$ cat src/rtl/fetch_stage_pkg.sv
// Shared fetch definitions: widths, FSM state encoding and byte-offset helper.
// Also used by the PC mux and decode stages.
package fetch_stage_pkg;

    localparam int ADDR_W      = 16;
    localparam int INSTR_W     = 24;
    localparam int INSTR_BYTES = 3;

    typedef enum logic [1:0] {
        FETCH0 = 2'd0,
        FETCH1 = 2'd1,
        FETCH2 = 2'd2,
        HOLD   = 2'd3
    } fetch_state_t;

    // Byte offset from PC of the read issued in a fetch state; HOLD points at PC.
    function automatic logic [ADDR_W-1:0] byte_offset(input fetch_state_t st);
        logic [ADDR_W-1:0] off;
        off = '0;
        case (st)
            FETCH1:  off = ADDR_W'(1);
            FETCH2:  off = ADDR_W'(2);
            default: off = '0;
        endcase
        return off;
    endfunction

endpackage

$ cat src/rtl/fetch_stage.sv
// Byte-serial instruction fetch: reads three bytes per instruction, assembles them
// big-endian and holds the result until decode accepts it or a redirect flushes it.
//
// state  | meaning
// FETCH0 | requesting byte 0 at PC
// FETCH1 | requesting byte 1 at PC+1
// FETCH2 | requesting byte 2 at PC+2
// HOLD   | instruction complete, Instr_Valid=1, waiting for Instr_Ready
module fetch_stage
    import fetch_stage_pkg::*;
#(
    parameter logic [ADDR_W-1:0] RESET_PC = 16'h0000
) (
    input  logic               clk,
    input  logic               rst_n,
    input  logic [ADDR_W-1:0]  PC_In,
    input  logic               Is_Address_Taken,
    output logic [ADDR_W-1:0]  PC_3,
    output logic [ADDR_W-1:0]  PC,
    output logic               Mem_Req,
    output logic [ADDR_W-1:0]  Mem_Addr,
    input  logic               Mem_Ack,
    input  logic [7:0]         Mem_Data,
    output logic [INSTR_W-1:0] Instr,
    output logic [ADDR_W-1:0]  Instr_PC,
    output logic               Instr_Valid,
    input  logic               Instr_Ready
);

    fetch_state_t       state, state_next;
    logic [ADDR_W-1:0]  pc_q, pc_next;
    logic [INSTR_W-1:0] instr_q, instr_next;

    always_ff @(posedge clk or negedge rst_n) begin
        if (!rst_n) begin
            state   <= FETCH0;
            pc_q    <= RESET_PC;
            instr_q <= '0;
        end else begin
            state   <= state_next;
            pc_q    <= pc_next;
            instr_q <= instr_next;
        end
    end

    always_comb begin
        state_next = state;
        pc_next    = pc_q;
        instr_next = instr_q;
        if (Is_Address_Taken) begin
            // Redirect wins over ack and handoff; a same-cycle ack is dropped.
            state_next = FETCH0;
            pc_next    = PC_In;
            instr_next = '0;
        end else begin
            case (state)
                FETCH0: if (Mem_Ack) begin
                    instr_next[23:16] = Mem_Data;
                    state_next        = FETCH1;
                end
                FETCH1: if (Mem_Ack) begin
                    instr_next[15:8] = Mem_Data;
                    state_next       = FETCH2;
                end
                FETCH2: if (Mem_Ack) begin
                    instr_next[7:0] = Mem_Data;
                    state_next      = HOLD;
                end
                HOLD: if (Instr_Ready) begin
                    pc_next    = PC_In;
                    state_next = FETCH0;
                end
                default: state_next = FETCH0;
            endcase
        end
    end

    // rst_n gates the request so it drops immediately on reset and is live in
    // the very first cycle after release.
    assign Mem_Req     = rst_n && (state != HOLD);
    assign Mem_Addr    = pc_q + byte_offset(state);
    assign PC_3        = pc_q + ADDR_W'(INSTR_BYTES);
    assign PC          = pc_q;
    assign Instr_PC    = pc_q;
    assign Instr       = instr_q;
    assign Instr_Valid = (state == HOLD);

endmodule

$ cat config.mk
export PLATFORM = sky130hd
export DESIGN_NAME = fetch_stage
export DESIGN_NICKNAME = d
export VERILOG_FILES = /design/src/rtl/fetch_stage_pkg.sv /design/src/rtl/fetch_stage.sv
export SDC_FILE = /design/constraint.sdc
export NUM_CORES = 1
export LEC_CHECK = 0
export CORE_ASPECT_RATIO = 2
export CORE_MARGIN = 2
export CORE_UTILIZATION = 60
export CTS_BUF_LIST = sky130_fd_sc_hd__clkbuf_8
export DETAILED_ROUTE_END_ITERATION = 8
export DONT_BUFFER_PORTS = 1
export PLACE_DENSITY = 0.78
export SYNTH_ARGS = -nofsm -noshare
export SYNTH_HDL_FRONTEND = slang
export SYNTH_SLANG_ARGS = --single-unit
$ cat constraint.sdc
create_clock -name clk -period 8.6 [get_ports clk]
set_input_delay 2.15 -clock clk [delete_from_list [all_inputs] [get_ports clk]]
set_output_delay 2.15 -clock clk [all_outputs]
set_load 0.01 [all_outputs]
==> results.cfg, run 1 <==
[placed_design]
portBuffers = 0
routabilityCongestion = 0.752
dpl_cell_area_um2 = 2290
hpwl_um = 3980

[sta]
setup_viol = 0
min_period_ps = 4780
hold_slack_ps = 574
tightest_slew_ps = 903
setup_tns_ps = 0
post-route-period-util_pct = 55.5
max_freq_mhz = 209
skew_ps = 7.01
hold_viol_final = 0
relSlewSlack_pct = 39.8
rsz0062_at_grt = no
maxSlewViolCount = 0

[worst_setup_path]
start_kind = flip-flop
crit-reg2reg-launch = state[0]$_DFFE_PN0P_
cp.required_ps = 6450
crit_fanout = 13
cp-startpoint = state[0]$_DFFE_PN0P_
worst-setup-path-type = reg2out
slowest_stage = fa_1
arrival_ps = 2630
path_cells = inv_1, ha_1, inv_1, fa_1, or2_2, nand2b_1, xnor2_1
slowest_delay_ps = 450
end_kind = primary output
cpMostUsedCell = inv_1

[job]
cap_violations = 0

[synthesis]
avgSynthCellArea_um2 = 9.31
yosys_warnings = 0
synth_nets = 297
ys_seq_area_share_pct = 43.6
synth_cells = 259
ys_types = 31
ys_seq_elements = 42
synthesis.area_um2 = 2410

[grt]
grt_first_pass_wirelength_um = 8420
overflow = 0
antenna_found_initial = 0
grt.total_usage_pct = 24.2
grt_pass1_vias = 1686
grt_max_degree = 44

[worst_hold_path]
hp-class = reg2reg
hp-start = Instr[11]$_DFFE_PN0P_

[cts]
ctsHtreeMaxLevel = 2
clockBufferDepth = 2
cts_tree = yes
cts-root-buf = clkbuf_8
clkLatencyLatePin_ps = 290
ctsHoldBuffers = 0
cts-buffers-inserted = 5
path_clk_slew_ps = 80
clkSinkCount = 42
cts_setup_buffers = 0
post_cts_resized = 0

[final_layout]
final_cell_mix = dfrtp_1, nand2_1, nand3_1, a21oi_1, nor2_1
layout_commonest_cell = dfrtp_1
synthToLayoutAreaGrowth_pct = 1.04
antenna_cells = 0
stdcell_area_um2 = 2440
drive_gt1_share_pct = 12.7
fin_nets = 273

[power_and_ir_drop]
p_int_uw = 419
switching_share_pct = 36.5
p_clk_share_pct = 28.9
finalPower_uw = 660
p_leak_nw = 1.05
peakVddDrop_mv = 0.189
seqPwrFrac_pct = 43.5
pwr-share-comb_pct = 27.6
power_density_nw_per_um2 = 271
power_switching_uw = 241

[route]
via_per_inst = 5.94
dr.pass1.iters = 4
wl_um = 5270
drc = 0
dr.first_iter.drc_count = 48
num_vias = 1704
wl_per_cell_um = 18.4
drtAntennaViolNets = 0

[die]
fp.dieW_um = 48.8
fp-row-count = 32
start_util_pct = 62.8
boundaryPins = 119
dieArea_um2 = 4570
core-area_um2 = 3840
die_y_um = 93.7

[status]
outcome = completed
## Yosys cell counts
cell,instances,area share (%)
nand4_1,3,0.78
clkbuf_1,9,1.4
inv_1,9,1.4
fa_1,1,0.83
xnor2_1,10,3.6
o22ai_1,1,0.26
or2_2,2,0.52
and3_4,1,0.47
and3_1,1,0.26
buf_4,16,5.0
a21oi_2,1,0.36
mux2_2,16,7.5
and4_2,1,0.41
xor2_1,18,6.5
nor3_1,2,0.41
buf_1,2,0.31
nor2b_1,1,0.26
mux2i_1,1,0.41
a21o_1,1,0.31
o21ai_1,1,0.21
a21oi_1,24,5.0
ha_1,8,4.1
dfrtp_1,42,44
nor2_1,19,3.0
or3b_4,1,0.47
nand2b_1,2,0.52
nand2_1,35,5.4
buf_2,4,0.83
nand3_1,25,5.2
nand4b_1,1,0.36
a211oi_1,1,0.31
## path summary, 6_finish.rpt
| path | depth (start not counted) | slack [ps] | end |
|---|---|---|---|
| max | 7 | 3820 | Mem_Addr[14] |
| min | 2 | 570 | Instr[11]$_DFFE_PN0P_ |
| max reg2reg | 3 | 6560 | Instr_PC[1]$_DFFE_PN0P_ |
| min reg2reg | 2 | 570 | Instr[11]$_DFFE_PN0P_ |
| max in group asynchronous | 0 | 6960 | Instr[1]$_DFFE_PN0P_ |
| min in group asynchronous | 0 | 1540 | Instr[2]$_DFFE_PN0P_ |
## area by class of cell
cell class                 instances  area, um2
clock buffer                       6       82.6
clock inverter                     2       60.1
fill                             343       1410
inverter                           9       33.8
multi-input combinational        177       1150
sequential                        42       1050
tap                               51       63.8
## stage by stage
stage	util (%)	instances	worst slack (ps)
after floorplan	-	259	4100
after global placement	59.7	279	4090
after detailed placement	59.7	279	4090
after CTS	63.4	287	3800
after global routing	63.4	287	3620
final	63.4	287	3820
## routing by layer
layer | vias up | GRT usage (%) | share of wire (%)
met4 | 0 | 7.86 | 1.4
met3 | 5 | 5.73 | 7.1
met1 | 821 | 24.3 | 33
met5 | - | 0 | 0
li1 | 787 | - | -
met2 | 91 | 47.5 | 58
## state kept, by name, indices dropped and copies added (netlist names)
signal / count
Instr: 24
state: 2
Instr_PC: 16
## power by group through the flow
stage | Sequential, mW | Combinational (mW) | Clock (mW)
6_report | 0.287 | 0.182 | 0.191
5_1_grt | 0.293 | 0.206 | 0.201
4_1_cts | 0.288 | 0.183 | 0.195
3_5_place_dp | 0.292 | 0.183 | 0
3_3_place_gp | 0.290 | 0.178 | 0
2_1_floorplan | 0.271 | 0.183 | 0
## critical path, delay by kind of cell, from the launching register on
kind	cells	cell delay, ps
adder cells (fa/ha/maj)	2	870
AND/OR/NAND/NOR	2	550
flip-flops	1	430
XOR/XNOR	1	250
buffers and inverters	2	230
## logic make-up after synthesis
family	Yosys count	synth area share [%]
adder cells (fa/ha/maj)	9	4.98
AND/OR/NAND/NOR	94	18.1
flip-flops	42	43.6
buffers and inverters	40	8.92
multiplexers	17	7.88
XOR/XNOR	28	10.2
AO/OA/AOI/OAI	29	6.43
No activity file was read; power rests on OpenSTA's default activity.
==> run 2: changes to the inputs <==
- CORE_UTILIZATION: 60 -> 59
- PLACE_DENSITY: 0.78 -> 0.8
- clock period: 8.6 -> 4.38 ns (I/O delays scaled with it)
==> run 2 against run 1 <==
  * Final cell count unchanged
  * Non-clock buffer count unchanged
  * Worst hold slack got worse by 90 ps
  * Clock-buffer cell count unchanged
  * Wire length increased by 3.3%
  * Register-to-register slack got worse by 4200 ps
  * Total power increased by 98%
==> results.cfg, run 2 (synthesized netlist as in run 1, its figures left out) <==
[sta]
fin_ws_ps = 627
maxSlewViolCount = 0
setup_tns_ps = 0
hold_slack_ps = 484
tightest_slew_ps = 903
post-route-period-util_pct = 85.7
min_period_ps = 3750
setup_viol = 0
rsz0062_at_grt = no
hold_viol_final = 0
max_freq_mhz = 266
skew_ps = 6.43
relSlewSlack_pct = 39.8

[status]
outcome = completed

[power_and_ir_drop]
switching_share_pct = 36.8
pwr-share-comb_pct = 27.8
power_density_nw_per_um2 = 535
p_clk_share_pct = 29.1
power_switching_uw = 480
p_int_uw = 823
peakVddDrop_mv = 0.446
p_leak_nw = 1.05
seqPwrFrac_pct = 43.1

[worst_setup_path]
cp.required_ps = 3280
end_kind = primary output
crit_fanout = 13
arrival_ps = 2660
start_kind = flip-flop
worst-setup-path-type = reg2out

[cts]
post_cts_resized = 0
ctsHtreeMaxLevel = 2
cts-root-buf = clkbuf_8
clkSinkCount = 42
ctsHoldBuffers = 0
path_clk_slew_ps = 80
clockBufferDepth = 2
cts-buffers-inserted = 5
cts_tree = yes
clkLatencyLatePin_ps = 290
cts_setup_buffers = 0

[die]
boundaryPins = 119
fp.dieW_um = 49.2
core-area_um2 = 3880
fp-row-count = 32
start_util_pct = 62.1
dieArea_um2 = 4650
die_y_um = 94.4

[grt]
overflow = 0
grt_max_degree = 44
grt_pass1_vias = 1707
antenna_found_initial = 0
grt_first_pass_wirelength_um = 8420
grt.total_usage_pct = 23.9

[placed_design]
dp_cells = 279
portBuffers = 0
hpwl_um = 4080
place_ws_ps = 933
routabilityCongestion = 0.784

[job]
cap_violations = 0

[final_layout]
nFillCells = 336
layout_commonest_cell = dfrtp_1
fin_nets = 273
synthToLayoutAreaGrowth_pct = 1.04
largest_reg_flops = 24
final_cell_mix = dfrtp_1, nand2_1, nand3_1, a21oi_1, nor2_1
seqCellArea_um2 = 1050
utilization_pct = 62.8
drive_gt1_share_pct = 12.7
antenna_cells = 0
layout.cells.non_filler = 287
multi_input_area_um2 = 1150

[route]
wl_um = 5450
num_vias = 1690
dr.pass1.iters = 4
dr.first_iter.drc_count = 39
wl_per_cell_um = 19.0
drtAntennaViolNets = 0
drc = 0
via_per_inst = 5.89

[worst_hold_path]
hp-class = in2async
[run 2: cell counts in the layout (fill, tap and decap cells not counted)]
No cell type changed its count.
[run 2: per-stage QoR]
stage / instance area, um2 / power (mW)
after detailed placement: 2290 / 0.937
after CTS: 2440 / 1.32
after floorplan: 2410 / 0.891
after global placement: 2290 / 0.916
after global routing: 2440 / 1.38
final: 2440 / 1.30
[run 2: cell type report]
cell class | count | share of cell area, %
Tap cell | 51 | 2.62
Clock inverter | 2 | 2.46
Clock buffer | 6 | 3.39
Sequential cell | 42 | 43.1
Multi-Input combinational cell | 177 | 47.0
Inverter | 9 | 1.39
[run 2: critical path, cell delays in order (launching register included)]
cell	delay (ps)
dfrtp_1	420
inv_1	110
ha_1	430
inv_1	110
fa_1	460
or2_2	380
nand2b_1	180
xnor2_1	270
[run 2: power groups by stage]
| stage | sequential [mW] | clock, mW | combinational [mW] |
|---|---|---|---|
| detailed placement | 0.572 | 0 | 0.365 |
| global route | 0.574 | 0.401 | 0.403 |
| global placement | 0.568 | 0 | 0.348 |
| CTS | 0.564 | 0.386 | 0.367 |
| floorplan | 0.533 | 0 | 0.359 |
| finish | 0.562 | 0.379 | 0.362 |
[run 2: worst paths after layout]
kind | depth (start not counted) | start | slack (ps) | end
worst max-delay path | 7 | state[0]$_DFFE_PN0P_ | 630 | Mem_Addr[14]
worst min-delay path | 0 | rst_n | 480 | Instr_PC[2]$_DFFE_PN0P_
worst max register to register | 3 | state[0]$_DFFE_PN0P_ | 2330 | Instr_PC[9]$_DFFE_PN0P_
worst min register to register | 2 | Instr[10]$_DFFE_PN0P_ | 570 | Instr[10]$_DFFE_PN0P_
max in group asynchronous | 0 | rst_n | 3800 | Instr_PC[10]$_DFFE_PN0P_
min in group clk | 2 | Instr[10]$_DFFE_PN0P_ | 570 | Instr[10]$_DFFE_PN0P_
[run 2: per-layer routing]
layer / vias up / part of all wire, % / GRT usage (%)
met2: 86 / 57 / 46.8
li1: 786 / - / -
met3: 6 / 7.2 / 5.70
met5: - / 0 / 0
met1: 812 / 34 / 23.8
met4: 0 / 1.4 / 7.86
==> run 3: changes to the inputs <==
- CORE_UTILIZATION: 59 -> 30
- PLACE_DENSITY: 0.8 -> 0.46
- clock period: 4.38 -> 4 ns (I/O delays scaled with it)
==> run 3 against run 2 <==
  * Clock-buffer cell count decreased by 1
  * Register-to-register slack got worse by 440 ps
  * Final cell count increased by 16%
  * Sequential share of layout area decreased by 0.42 points
  * Critical path depth unchanged
  * First-iteration DRC count increased by 59%
  * Setup slack got worse by 290 ps
==> results.cfg, run 3 (synthesized netlist as in run 1, its figures left out) <==
[worst_setup_path]
slowest_delay_ps = 460
cp-startpoint = state[0]$_DFFE_PN0P_
slowest_stage = fa_1
worst-setup-path-type = reg2out
arrival_ps = 2670
cpMostUsedCell = inv_1
end_kind = primary output
cp.required_ps = 3000
path_cells = inv_1, ha_1, inv_1, fa_1, or2_2, nor2_1, xor2_1
crit-reg2reg-launch = state[0]$_DFFE_PN0P_
start_kind = flip-flop
reg2reg_slack_ps = 1890
crit_fanout = 13

[final_layout]
antenna_cells = 0
layout_commonest_cell = dfrtp_1
final_cell_mix = dfrtp_1, nand2_1, nand3_1, a21oi_1, nor2_1
synthToLayoutAreaGrowth_pct = 2.02
drive_gt1_share_pct = 12.3
nFillCells = 835
fin_nets = 273
utilization_pct = 31.2
largest_reg_flops = 24

[sta]
hold_viol_final = 0
tightest_slew_ps = 999
min_period_ps = 3670
setup_tns_ps = 0
skew_ps = 3.51
maxSlewViolCount = 0
rsz0062_at_grt = no
post-route-period-util_pct = 91.7
max_freq_mhz = 273
setup_viol = 0
relSlewSlack_pct = 33.4

[power_and_ir_drop]
p_int_uw = 820
p_clk_share_pct = 24.9
power_switching_uw = 542
peakVddDrop_mv = 0.249
pwr-share-comb_pct = 29.7
switching_share_pct = 39.8
power_density_nw_per_um2 = 553
p_leak_nw = 1.03
seqPwrFrac_pct = 45.4

[placed_design]
portBuffers = 0
hpwl_um = 4920
routabilityCongestion = 0.760

[cts]
ctsHoldBuffers = 0
cts_tree = yes
ctsHtreeMaxLevel = 2
cts_setup_buffers = 0
cts-root-buf = clkbuf_8
path_clk_slew_ps = 90
clkSinkCount = 42
cts-buffers-inserted = 5
clkLatencyLatePin_ps = 300
post_cts_resized = 0
clockBufferDepth = 2

[route]
via_per_inst = 5.02
wl_um = 6360
dr.first_iter.drc_count = 62
wl_per_cell_um = 19.1
drc = 0
num_vias = 1666
drtAntennaViolNets = 0
dr.pass1.iters = 4

[die]
fp.dieW_um = 67.4
start_util_pct = 30.6
core-area_um2 = 7890
die_y_um = 131
dieArea_um2 = 8820
boundaryPins = 119
fp-row-count = 46

[grt]
grt_pass1_vias = 1654
grt.total_usage_pct = 14.9
grt_max_degree = 44
gr-usage-met2_pct = 29.5
met3_usage_pct = 4.11
busiest_layer = met2
antenna_found_initial = 0
grt_first_pass_wirelength_um = 9340
grt_util_met1_pct = 13.4
overflow = 0

[worst_hold_path]
hp-class = in2async

[job]
cap_violations = 0

[status]
outcome = completed
-- run 3: path summary, 6_finish.rpt --
kind | end | cells past startpoint
setup / recovery | Mem_Addr[10] | 7
hold / removal | Instr[21]$_DFFE_PN0P_ | 0
setup reg to reg | Instr_PC[3]$_DFFE_PN0P_ | 3
hold reg to reg | Instr[14]$_DFFE_PN0P_ | 2
max in group asynchronous | Instr_PC[5]$_DFFE_PN0P_ | 0
min in group clk | Instr[14]$_DFFE_PN0P_ | 2
-- run 3: layout make-up --
class | instances | area, um2 | share of cell area (%)
sequential | 42 | 1050 | 42.7
inverter | 9 | 33.8 | 1.37
tap | 96 | 120 | 4.88
multi-input combinational | 177 | 1150 | 46.6
clock inverter | 3 | 41.3 | 1.68
clock buffer | 5 | 68.8 | 2.80
-- run 3: layer usage --
layer / wire length (um) / vias to the layer above / part of all wire, %
met5: 0 / - / 0
met4: 116 / 0 / 1.8
met3: 405 / 6 / 6.4
met2: 3770 / 73 / 59
met1: 2060 / 801 / 32
li1: - / 786 / -
-- run 3: power by group through the flow --
stage | clock (mW) | combinational, mW | sequential, mW
2_1_floorplan | 0 | 0.393 | 0.583
3_3_place_gp | 0 | 0.408 | 0.629
3_5_place_dp | 0 | 0.413 | 0.630
4_1_cts | 0.355 | 0.414 | 0.622
5_1_grt | 0.370 | 0.458 | 0.633
6_report | 0.339 | 0.405 | 0.618
-- run 3: worst max-delay path: cells and delay by family, from the launching register on --
kind | cells | cell delay [ps]
xor gates and xnor gates | 1 | 270
buffers and inverters | 2 | 230
and+or+nand+nor | 2 | 560
DFF | 1 | 420
adders and majority gates | 2 | 890
-- run 3: metrics by stage --
stage	setup WS (ps)	area [um2]	hold slack, ps	total power [mW]	cells
final	333	2460	382	1.36	332
after CTS	279	2460	367	1.39	332
after global placement	657	2350	564	1.04	324
after detailed placement	628	2350	568	1.04	324
after floorplan	694	2410	542	0.976	259
after global routing	138	2460	358	1.46	332
==> patch, RTL diff (settings of run 3) <==
Reset style: synchronous (`rst_n`), changed in one clocked block.
--- a/src/rtl/fetch_stage.sv
+++ b/src/rtl/fetch_stage.sv
@@ -32,5 +32,5 @@
     logic [INSTR_W-1:0] instr_q, instr_next;
 
-    always_ff @(posedge clk or negedge rst_n) begin
+    always_ff @(posedge clk) begin
         if (!rst_n) begin
             state   <= FETCH0;
Behaviour: differs if rst_n is asserted again (counterexample within 4 cycles, from zero or initial values and one cycle with rst_n low); with rst_n held inactive, the same outputs for 10 cycles.
==> patch against run 3 <==
  * Fmax increased by 5.0%
  * Critical endpoint is now Mem_Addr[8]
  * Design area decreased by 4.3%
  * Sequential cell count unchanged
  * Synthesized area decreased by 3.7%
  * Cell count increased by 9.6%
  * Wire length increased by 3.4%
  * Setup slack improved by 180 ps
Power is not compared: it rests on default switching activity, and its combinational part moved more than twofold at a synthesized area within 25%.
==> patch: results (changes against run 3) <==
min_path:
  min_to: "Instr[13]"
  hp-class: "register to register"  # was input port to async pin
  whs_path_depth: 2
cts:
  cts_buffers: 5  # unchanged
  clockBufferDepth: 2  # unchanged
  clock-root-buffer: "clkbuf_8"  # unchanged
  clk_latency_ps: 300  # about the same
  clk_pin_slew_worst_paths_ps: 90  # about the same
  ctsResizeCount: 0  # unchanged
final_layout:
  diodes: 0  # unchanged
  drive_above_1_share_pct: 5.93  # was 12.3%
  largest_reg_flops: 24  # unchanged
  layout.nets: 307  # was 273
synthesis:
  ys_top_cells_by_count: "nand2_1 (64), dfxtp_1 (42), nand3_1 (30), a21oi_1 (25), buf_4 (19)"  # was dfrtp_1 (42), nand2_1 (35), nand3_1 (25), a21oi_1 (24), nor2_1 (19)
  ys_types: 31  # unchanged
  synth_nets: 333  # was 297
  yosys.area.top_type: "dfxtp_1"  # was dfrtp_1
  ys_async_sr_fraction_pct: 0  # was 100%
  ys_warn_count: 0  # unchanged
  yosysSeqAreaShare_pct: 36.2  # was 43.6%
  netlist_top_cells_area: "dfxtp_1 (36%), nand2_1 (10%), nand3_1 (6.5%), xnor2_1 (6.4%), buf_4 (6.1%)"  # was dfrtp_1 (44%), mux2_2 (7.5%), xor2_1 (6.5%), nand2_1 (5.4%), nand3_1 (5.2%)
sta:
  maxSlewHeadroom_pct: 29.4  # was 33.4%
  finClkSkew_ps: 6.54  # was 3.51 ps
routing:
  routed_wl_um: 6570  # was 6360 µm
  dr.pass1.iters: 4  # unchanged
  ant_nets: 0  # unchanged
  routed_via_density: 5.08  # was 5.02
  drt_iter0_drc: 57  # was 62
critical_path:
  rr_worst_depth: 6  # was 3
  path_max_fanout: 5  # was 13
  arrival_ps: 2490  # was 2670 ps
  r2r_slack_ps: 2310  # was 1890 ps
  timing.rr.end: "state[1]"  # was Instr_PC[3]
  r2r_start: "state[0]"  # unchanged
power_and_ir_drop:
  ir_drop_v: 0.000226
  p_int_uw: 644
  leakagePower_nw: 0.833
grt:
  grt_pass1_wl_um: 9690  # was 9340 µm
  grt_max_degree: 29  # was 44
  grt_pass1_vias: 1757  # was 1,654
  antenna_found_initial: 0  # unchanged
  grt_util_all_layers_pct: 15.3  # was 14.9%
placement:
  io_buffers: 0  # unchanged
  place_hpwl_um: 5040  # was 4920 µm
  gp_congestion: 0.714  # was 0.760
status:
  status: "completed"  # unchanged
run:
  cap_violations: 0  # unchanged
-- patch: metrics by stage --
step | instances | setup slack [ps] | cell area [µm²] | hold WS, ps
after floorplan | 295 | 1230 | 2320 | 481
after global placement | 356 | 878 | 2250 | 492
after detailed placement | 356 | 844 | 2250 | 497
after CTS | 364 | 472 | 2350 | 508
after global routing | 364 | 329 | 2350 | 520
final | 364 | 509 | 2350 | 509
-- patch: final cells by class --
class / instances / area, µm²
multi-input cells: 209 / 1240
inverters: 9 / 33.8
clock buffers: 5 / 68.8
well taps: 94 / 118
repair buffers: 2 / 15.0
flip-flops and latches: 42 / 841
fillers: 843 / 5190
clock inverters: 3 / 40.0
-- patch: how the worst max path moves through the flow --
stage / startpoint / to / slack (ps)
2_1_floorplan: state[1] / Mem_Addr[8] / 1230
3_3_place_gp: Instr_PC[0] / Mem_Addr[8] / 880
3_5_place_dp: state[1] / Mem_Addr[8] / 840
4_1_cts: state[1] / Mem_Addr[8] / 470
5_1_grt: state[1] / Mem_Addr[8] / 330
6_report: state[1] / Mem_Addr[8] / 510
-- patch: critical path, stage by stage, from the launching register on --
cell and delay (ps):
dfxtp_1 360, inv_1 100, ha_1 170, ha_1 170, inv_1 60, fa_1 420
nor2_1 440, nand4_1 180, xnor2_1 300
-- patch: power by group through the flow --
stage               clock (mW)  combinational, mW  sequential, mW
finish                   0.340             0.0814           0.468
CTS                      0.356             0.0833           0.469
global route             0.368             0.0913           0.472
detailed placement           0             0.0831           0.479
floorplan                    0             0.0977           0.460
global placement             0             0.0823           0.478
-- patch: metal layers --
| metal | global-route usage (%) | wire length [µm] | up-vias |
|---|---|---|---|
| li1 | - | - | 906 |
| met1 | 13.0 | 2130 | 855 |
| met2 | 31.4 | 3820 | 83 |
| met3 | 4.46 | 508 | 6 |
| met4 | 5.76 | 110 | 0 |
| met5 | 0 | 0 | - |
-- patch: kinds of logic after synthesis --
logic type               count (synthesis)  synth area share [%]
adder cells (fa/ha/maj)                  9                  5.17
XOR/XNOR                                28                  10.6
buffers and inverters                   44                  10.5
AO/OA/AOI/OAI                           47                  12.7
multiplexers                             1                 0.431
AND/OR/NAND/NOR                        124                  24.5
flip-flops                              42                  36.2
